<file path="src/rtl/game_state_ctrl_pkg.sv">
//============================================================================
// Module  : game_pkg
// Purpose : Shared game types and geometry constants for the ghost, Pac-Man
//           and supervisor blocks.
// Revision: 1.0 - initial release
//============================================================================
`default_nettype none

package game_pkg;

  typedef enum logic [2:0] {
    IDLE    = 3'd0,
    PLAY    = 3'd1,
    HIT     = 3'd2,
    RESPAWN = 3'd3,
    OVER    = 3'd4
  } game_state_t;

  localparam int COORD_W     = 10;
  localparam int NUM_GHOSTS  = 4;
  localparam int SPRITE_SIZE = 16;
  localparam int MAZE_X_MAX  = 639;
  localparam int MAZE_Y_MAX  = 479;

endpackage : game_pkg

`default_nettype wire

</file>
<file path="src/rtl/game_state_ctrl_if.sv">
//============================================================================
// Module  : game_state_ctrl_if
// Purpose : Sprite positions and control handshake between the game logic
//           and the supervisor.
// Revision: 1.0 - initial release
//============================================================================
`default_nettype none

interface game_state_ctrl_if;
  logic [9:0]  PacX;
  logic [9:0]  PacY;
  logic [39:0] GhostX;
  logic [39:0] GhostY;
  logic        start_key;
  logic        pellets_done;
  logic [4:0]  counter;
  logic        start_game;
  logic        game_over;
  logic        win;
  logic [1:0]  lives;
  logic        respawn;

  modport master (
    output PacX, PacY, GhostX, GhostY, start_key, pellets_done,
    input  counter, start_game, game_over, win, lives, respawn
  );

  modport slave (
    input  PacX, PacY, GhostX, GhostY, start_key, pellets_done,
    output counter, start_game, game_over, win, lives, respawn
  );
endinterface : game_state_ctrl_if

`default_nettype wire

</file>
<file path="src/rtl/game_state_ctrl_sprite_hit_detect.sv">
//============================================================================
// Module  : sprite_hit_detect
// Purpose : Combinational overlap test between one ghost and Pac-Man.
// Revision: 1.0 - initial release
//============================================================================
`default_nettype none

module sprite_hit_detect
  import game_pkg::*;
#(
  parameter int HIT_DIST = 12
) (
  input  wire logic [COORD_W-1:0] ghost_x,
  input  wire logic [COORD_W-1:0] ghost_y,
  input  wire logic [COORD_W-1:0] pac_x,
  input  wire logic [COORD_W-1:0] pac_y,
  output logic                    hit
);

  localparam logic [COORD_W:0] c_hit_dist = HIT_DIST[COORD_W:0];

  logic [COORD_W:0] w_dx;
  logic [COORD_W:0] w_dy;
  logic [COORD_W:0] w_adx;
  logic [COORD_W:0] w_ady;

  // One extra bit keeps the two's-complement difference free of wrap.
  assign w_dx  = {1'b0, ghost_x} - {1'b0, pac_x};
  assign w_dy  = {1'b0, ghost_y} - {1'b0, pac_y};
  assign w_adx = w_dx[COORD_W] ? (~w_dx + 1'b1) : w_dx;
  assign w_ady = w_dy[COORD_W] ? (~w_dy + 1'b1) : w_dy;
  assign hit   = (w_adx < c_hit_dist) && (w_ady < c_hit_dist);

endmodule : sprite_hit_detect

`default_nettype wire

</file>
<file path="src/rtl/game_state_ctrl.sv">
//============================================================================
// Module  : game_state_ctrl
// Purpose : Frame-rate supervisor: collisions, lives/round FSM, LFSR.
// Revision: 1.0 - initial release
//============================================================================
`default_nettype none

module game_state_ctrl
  import game_pkg::*;
#(
  parameter int         HIT_DIST     = 12,
  parameter int         START_LIVES  = 3,
  parameter int         DEATH_FRAMES = 120,
  parameter logic [4:0] LFSR_SEED    = 5'b00001
) (
  input wire logic          frame_clk,
  input wire logic          Reset,
  game_state_ctrl_if.slave  bus
);

  localparam logic [1:0] c_lives_init = START_LIVES[1:0];
  localparam logic [7:0] c_timer_load = 8'(DEATH_FRAMES - 1);

  game_state_t r_state;
  game_state_t w_next_state;
  logic [1:0]  r_lives;
  logic [7:0]  r_timer;
  logic        r_win;
  logic [4:0]  r_counter;
  logic        r_key_q;
  logic        w_key_rise;
  logic [NUM_GHOSTS-1:0] w_hit;
  logic        w_hit_any;
  logic        w_start_game;
  logic        w_game_over;
  logic        w_respawn;

  for (genvar gi = 0; gi < NUM_GHOSTS; gi++) begin : g_ghost
    sprite_hit_detect #(.HIT_DIST(HIT_DIST)) u_hit (
      .ghost_x (bus.GhostX[COORD_W*gi +: COORD_W]),
      .ghost_y (bus.GhostY[COORD_W*gi +: COORD_W]),
      .pac_x   (bus.PacX),
      .pac_y   (bus.PacY),
      .hit     (w_hit[gi])
    );
  end

  assign w_hit_any  = |w_hit;
  assign w_key_rise = bus.start_key & ~r_key_q;

  always_ff @(posedge frame_clk or posedge Reset) begin
    if (Reset) r_state <= IDLE;
    else       r_state <= w_next_state;
  end

  always_comb begin
    w_next_state = r_state;
    case (r_state)
      IDLE:    if (w_key_rise) w_next_state = PLAY;
      PLAY: begin
        if (bus.pellets_done)  w_next_state = OVER;
        else if (w_hit_any)    w_next_state = HIT;
      end
      HIT:     if (r_timer == 8'd0) w_next_state = (r_lives == 2'd0) ? OVER : RESPAWN;
      RESPAWN: w_next_state = PLAY;
      OVER:    if (w_key_rise) w_next_state = IDLE;
      default: w_next_state = IDLE;
    endcase
  end

  always_comb begin
    w_start_game = 1'b0;
    w_game_over  = 1'b0;
    w_respawn    = 1'b0;
    case (r_state)
      PLAY:    w_start_game = 1'b1;
      OVER:    w_game_over  = 1'b1;
      RESPAWN: w_respawn    = 1'b1;
      default: ;
    endcase
  end

  // Lives only drop on PLAY->HIT; the zero test in HIT keeps them from wrapping.
  always_ff @(posedge frame_clk or posedge Reset) begin
    if (Reset) begin
      r_lives   <= c_lives_init;
      r_timer   <= 8'd0;
      r_win     <= 1'b0;
      r_counter <= LFSR_SEED;
      r_key_q   <= 1'b0;
    end else begin
      r_counter <= {r_counter[3:0], r_counter[4] ^ r_counter[2]};
      r_key_q   <= bus.start_key;
      case (r_state)
        PLAY: begin
          if (bus.pellets_done) begin
            r_win <= 1'b1;
          end else if (w_hit_any) begin
            r_lives <= r_lives - 1'b1;
            r_timer <= c_timer_load;
          end
        end
        HIT:  if (r_timer != 8'd0) r_timer <= r_timer - 1'b1;
        OVER: begin
          if (w_key_rise) begin
            r_lives <= c_lives_init;
            r_win   <= 1'b0;
          end
        end
        default: ;
      endcase
    end
  end

  assign bus.counter    = r_counter;
  assign bus.start_game = w_start_game;
  assign bus.game_over  = w_game_over;
  assign bus.win        = r_win;
  assign bus.lives      = r_lives;
  assign bus.respawn    = w_respawn;

endmodule : game_state_ctrl

`default_nettype wire

</file>
<file path="src/flat_wrapper.sv">
// flat-port wrapper written by rule: the top's interface ports become plain ports
module game_state_ctrl_flat import game_pkg::*;
#(
  parameter int         HIT_DIST     = 12,
  parameter int         START_LIVES  = 3,
  parameter int         DEATH_FRAMES = 120,
  parameter logic [4:0] LFSR_SEED    = 5'b00001
)
  (frame_clk, Reset, bus_PacX, bus_PacY, bus_GhostX, bus_GhostY, bus_start_key, bus_pellets_done, bus_counter, bus_start_game, bus_game_over, bus_win, bus_lives, bus_respawn);
  game_state_ctrl_if bus_i ();
  input wire logic frame_clk;
  input wire logic Reset;
  input wire logic [$bits(bus_i.PacX)-1:0] bus_PacX;
  input wire logic [$bits(bus_i.PacY)-1:0] bus_PacY;
  input wire logic [$bits(bus_i.GhostX)-1:0] bus_GhostX;
  input wire logic [$bits(bus_i.GhostY)-1:0] bus_GhostY;
  input wire logic [$bits(bus_i.start_key)-1:0] bus_start_key;
  input wire logic [$bits(bus_i.pellets_done)-1:0] bus_pellets_done;
  output wire logic [$bits(bus_i.counter)-1:0] bus_counter;
  output wire logic [$bits(bus_i.start_game)-1:0] bus_start_game;
  output wire logic [$bits(bus_i.game_over)-1:0] bus_game_over;
  output wire logic [$bits(bus_i.win)-1:0] bus_win;
  output wire logic [$bits(bus_i.lives)-1:0] bus_lives;
  output wire logic [$bits(bus_i.respawn)-1:0] bus_respawn;
  assign bus_i.PacX = bus_PacX;
  assign bus_i.PacY = bus_PacY;
  assign bus_i.GhostX = bus_GhostX;
  assign bus_i.GhostY = bus_GhostY;
  assign bus_i.start_key = bus_start_key;
  assign bus_i.pellets_done = bus_pellets_done;
  assign bus_counter = bus_i.counter;
  assign bus_start_game = bus_i.start_game;
  assign bus_game_over = bus_i.game_over;
  assign bus_win = bus_i.win;
  assign bus_lives = bus_i.lives;
  assign bus_respawn = bus_i.respawn;
  game_state_ctrl #(.HIT_DIST(HIT_DIST), .START_LIVES(START_LIVES), .DEATH_FRAMES(DEATH_FRAMES), .LFSR_SEED(LFSR_SEED)) u_core (.frame_clk(frame_clk), .Reset(Reset), .bus(bus_i));
endmodule
</file>
<file path="config.mk">
export PLATFORM = sky130hd
export DESIGN_NAME = game_state_ctrl_flat
export DESIGN_NICKNAME = d
export VERILOG_FILES = /design/src/rtl/game_state_ctrl_pkg.sv /design/src/rtl/game_state_ctrl_if.sv /design/src/rtl/game_state_ctrl_sprite_hit_detect.sv /design/src/rtl/game_state_ctrl.sv /design/src/flat_wrapper.sv
export SDC_FILE = /design/constraint.sdc
export NUM_CORES = 1
export LEC_CHECK = 0
export ABC_AREA = 1
export BUFFER_PORTS_ARGS = -buffer_cell sky130_fd_sc_hd__clkbuf_2
export CAP_MARGIN = 10
export CORE_ASPECT_RATIO = 1.75
export CORE_MARGIN = 4
export CORE_UTILIZATION = 35
export CTS_CLUSTER_SIZE = 25
export DETAILED_ROUTE_END_ITERATION = 10
export GPL_TIMING_DRIVEN = 0
export PLACE_DENSITY = 0.59
export SYNTH_ARGS = -nofsm -noshare
export SYNTH_HDL_FRONTEND = slang
export SYNTH_SLANG_ARGS = --single-unit
</file>
<file path="constraint.sdc">
create_clock -name frame_clk -period 4 [get_ports frame_clk]
set_input_delay 0 -clock frame_clk [delete_from_list [all_inputs] [get_ports frame_clk]]
set_output_delay 0 -clock frame_clk [all_outputs]
set_load 0.01 [all_outputs]
</file>
==> flow_metrics.tcl <==
set metrics [dict create \
    period_share_pct 68.2 \
    post-route-util_pct 41.2 \
    endpoint_kind "flop" \
    start_kind "primary input" \
    gr-total-overflow 0 \
    ys_types 45 \
    dieWidth_um 112 \
    drv_cap 0 \
    drtIter0Drc 406 \
    boundaryPins 115 \
    fin_skew_ns 0.00181 \
    drc 0 \
    numCtsBuffers 3 \
    async_flop_share_pct 100 \
    hold-worst-slack_ns 0.105 \
    tns_ns 0 \
    crit_slowest_cell "fa_1" \
    cts_resized 0 \
    path_cells "clkbuf_2 > inv_1 > fa_1 > inv_1 > nand2_1 > nor2_1 > nand3_1 > nor2_2 > nand2_1 > nand3_1 > nand2_1 > nand3b_1 > nor2_1 > nand3_1 > nand2_1 > nor2_2 > nand2_4 > nand3_2 > nand2_1 > nand2_1" \
    portBuffers 114 \
    post_cts_buffers 0 \
    crit_buf_inv 3 \
    power.total_mw 2.16 \
    place_ws_ns 0.970 \
    crit_required_ns 4.15 \
    grt_start_max_net_pins 21 \
    core_um2 18700 \
    yosys_warnings 0 \
    dp.cells 1578 \
    grt_antenna_before_repair 0 \
    syn_inst 1226 \
    gp_congestion 0.874 \
    syn_area_per_cell_um2 5.45 \
    setup_ws_ns 1.27 \
    htree_levels 1 \
    worstMarginPinSlew_ns 0.993 \
    cts_num_sinks 20 \
    nFillCells 2152 \
    ctsHoldBuffers 2 \
    fin_nets 1542 \
    fmax_mhz 367 \
    drt_wl_total_mm 19.6 \
    synthesis.nets 1421 \
    reg2reg_slack_ns 1.65 \
    vias 7795 \
    dpl_cell_area_um2 7560 \
    final_cells 1584 \
    track_usage_pct 18.0 \
    hpwlAfterDp_mm 17.3 \
    start_util_pct 35.8 \
    die_y_um 191 \
    dr.pass1.iters 5 \
    synth-edff-count 0 \
    synth_top_cell_area_share_pct 24.3 \
    cpMostUsedCell "nand2_1" \
    drive_gt1_share_pct 11.5 \
    ys_seq_elements 20 \
    cp_max_fo 8 \
    final_hold_viol_count 0 \
    n_antenna_cell 0 \
    layout_min_cycle_time_ns 2.73 \
    first_global_vias 7527 \
    leakage_nw 4.70 \
    netlist_area_um2 6690 \
    fin_area_um2 7680 \
    setup_viol 0 \
    vias_per_cell 4.92 \
    critPathTopFamily "simple AND/OR/NAND/NOR gates" \
    cts_buffer_depth 2 \
    ant_nets 0 \
    report.final.slew_viol_count 0 \
    powerDensity_nw_per_um2 282 \
    synth_seq_area_share_pct 7.54 \
    vdd_drop_max_uv 178 \
    maxSlewHeadroom_pct 33.3 \
    hold_path_class "primary input to flop" \
    cts_tree "done" \
    outcome "completed" \
    grt_first_pass_wirelength_mm 32.6 \
    synth_largest_area_cell "nand2_1" \
    critPathKind "primary input to flop" \
    clock_latency_ns 0.26 \
    critPathArrivalTime_ns 2.88 \
    cpPeakStageDelay_ns 0.50 \
    num_rows 66 \
    cts-root-buf "clkbuf_16" \
    area_growth_pct 14.9 \
    path_clk_slew_ns 0.06 \
    synth.area.top_cells "nand2_1 (24%), ha_1 (16%), inv_1 (12%)" \
    synth_flop_cell "dfrtp_1" \
    rsz0062_at_grt "no" \
    die-area_um2 21500 \
    wl_per_cell_um 12.4 \
]
## cell usage in the layout, fill, tap and decap left out, drive strengths merged, types with 17 or more instances in the layout
cell / n
a21oi: 56
clkbuf: 118
dfrtp: 17
ha: 83
inv: 211
nand2: 435
nand3: 153
nand3b: 17
nand4: 27
nor2: 116
o21ai: 27
xor2: 20
## cell type report
| class | instances | area [um^2] | share of cell area (%) |
|---|---|---|---|
| inverters | 213 | 800 | 10.4 |
| flip-flops and latches | 20 | 504 | 6.56 |
| well taps | 238 | 298 | 3.88 |
| clock buffers | 3 | 75.1 | 0.977 |
| multi-input cells | 990 | 5360 | 69.8 |
| clock inverters | 1 | 30.0 | 0.391 |
| plain buffers | 3 | 20.0 | 0.261 |
| repair buffers | 116 | 591 | 7.69 |
## kinds of logic after synthesis
group,synth area share (%)
xor gates and xnor gates,3.14
adders and majority gates,17.9
and+or+nand+nor,50.0
AOI/OAI and AO/OA,8.96
muxes,0.168
buffers and inverters,12.3
DFF,7.54
## state kept, by name (all words and copies together) (netlist names)
name,flops
u_core.r_state,3
u_core.r_timer,8
u_core.bus.counter,5
u_core.bus.win,1
u_core.bus.lives,2
u_core.r_key_q,1
## worst reg2reg max path, cell delays in order (launching register included)
cell,delay [ns]
dfrtp_1,0.42
nor3_1,0.83
nand2_1,0.24
nand2_1,0.33
nand3_2,0.26
nand2_1,0.12
nand2_1,0.05
## where the power goes
group	internal [mW]	switching, mW
combinational	0.564	0.983
sequential	0.276	0.0618
clock	0.199	0.0801
## final timing paths
| check | from | end | depth (start not counted) |
|---|---|---|---|
| worst max-delay path | bus_PacY[1] | u_core.r_timer[2] | 20 |
| worst min-delay path | bus_pellets_done | u_core.r_state[1] | 4 |
| worst max register to register | u_core.r_state[2] | u_core.r_timer[2] | 6 |
| worst min register to register | u_core.bus.counter[3] | u_core.bus.counter[4] | 0 |
| max in group asynchronous | Reset | u_core.r_timer[2] | 3 |
| min in group asynchronous | Reset | u_core.r_key_q | 3 |
## layer usage
metal	share of wire (%)	vias to the layer above	track usage [%]	wire length (um)
li1	-	4178	-	-
met2	54	173	37.1	10600
met1	38	3399	18.4	7540
met5	0	-	0	0
met3	3.8	45	1.14	743
met4	3.8	0	6.57	737
## cell usage after synthesis, types with 2 or more instances
library cell,count
xnor2_1,4
nor2_4,2
o21ai_0,22
nand3_2,4
inv_1,205
nand2_1,433
a21oi_2,4
a31oi_1,5
nand3b_1,17
a21oi_1,50
and2_1,5
dfrtp_1,17
clkinv_1,2
nor3_1,11
a21o_1,2
nand4_1,27
ha_1,83
o21bai_1,9
xor2_1,20
a21oi_4,2
fa_1,8
nor2_2,6
inv_2,6
nand3_1,149
nor2_1,108
o21ai_1,4
dfstp_2,3
Note: power is estimated with default switching activity, not from simulation.
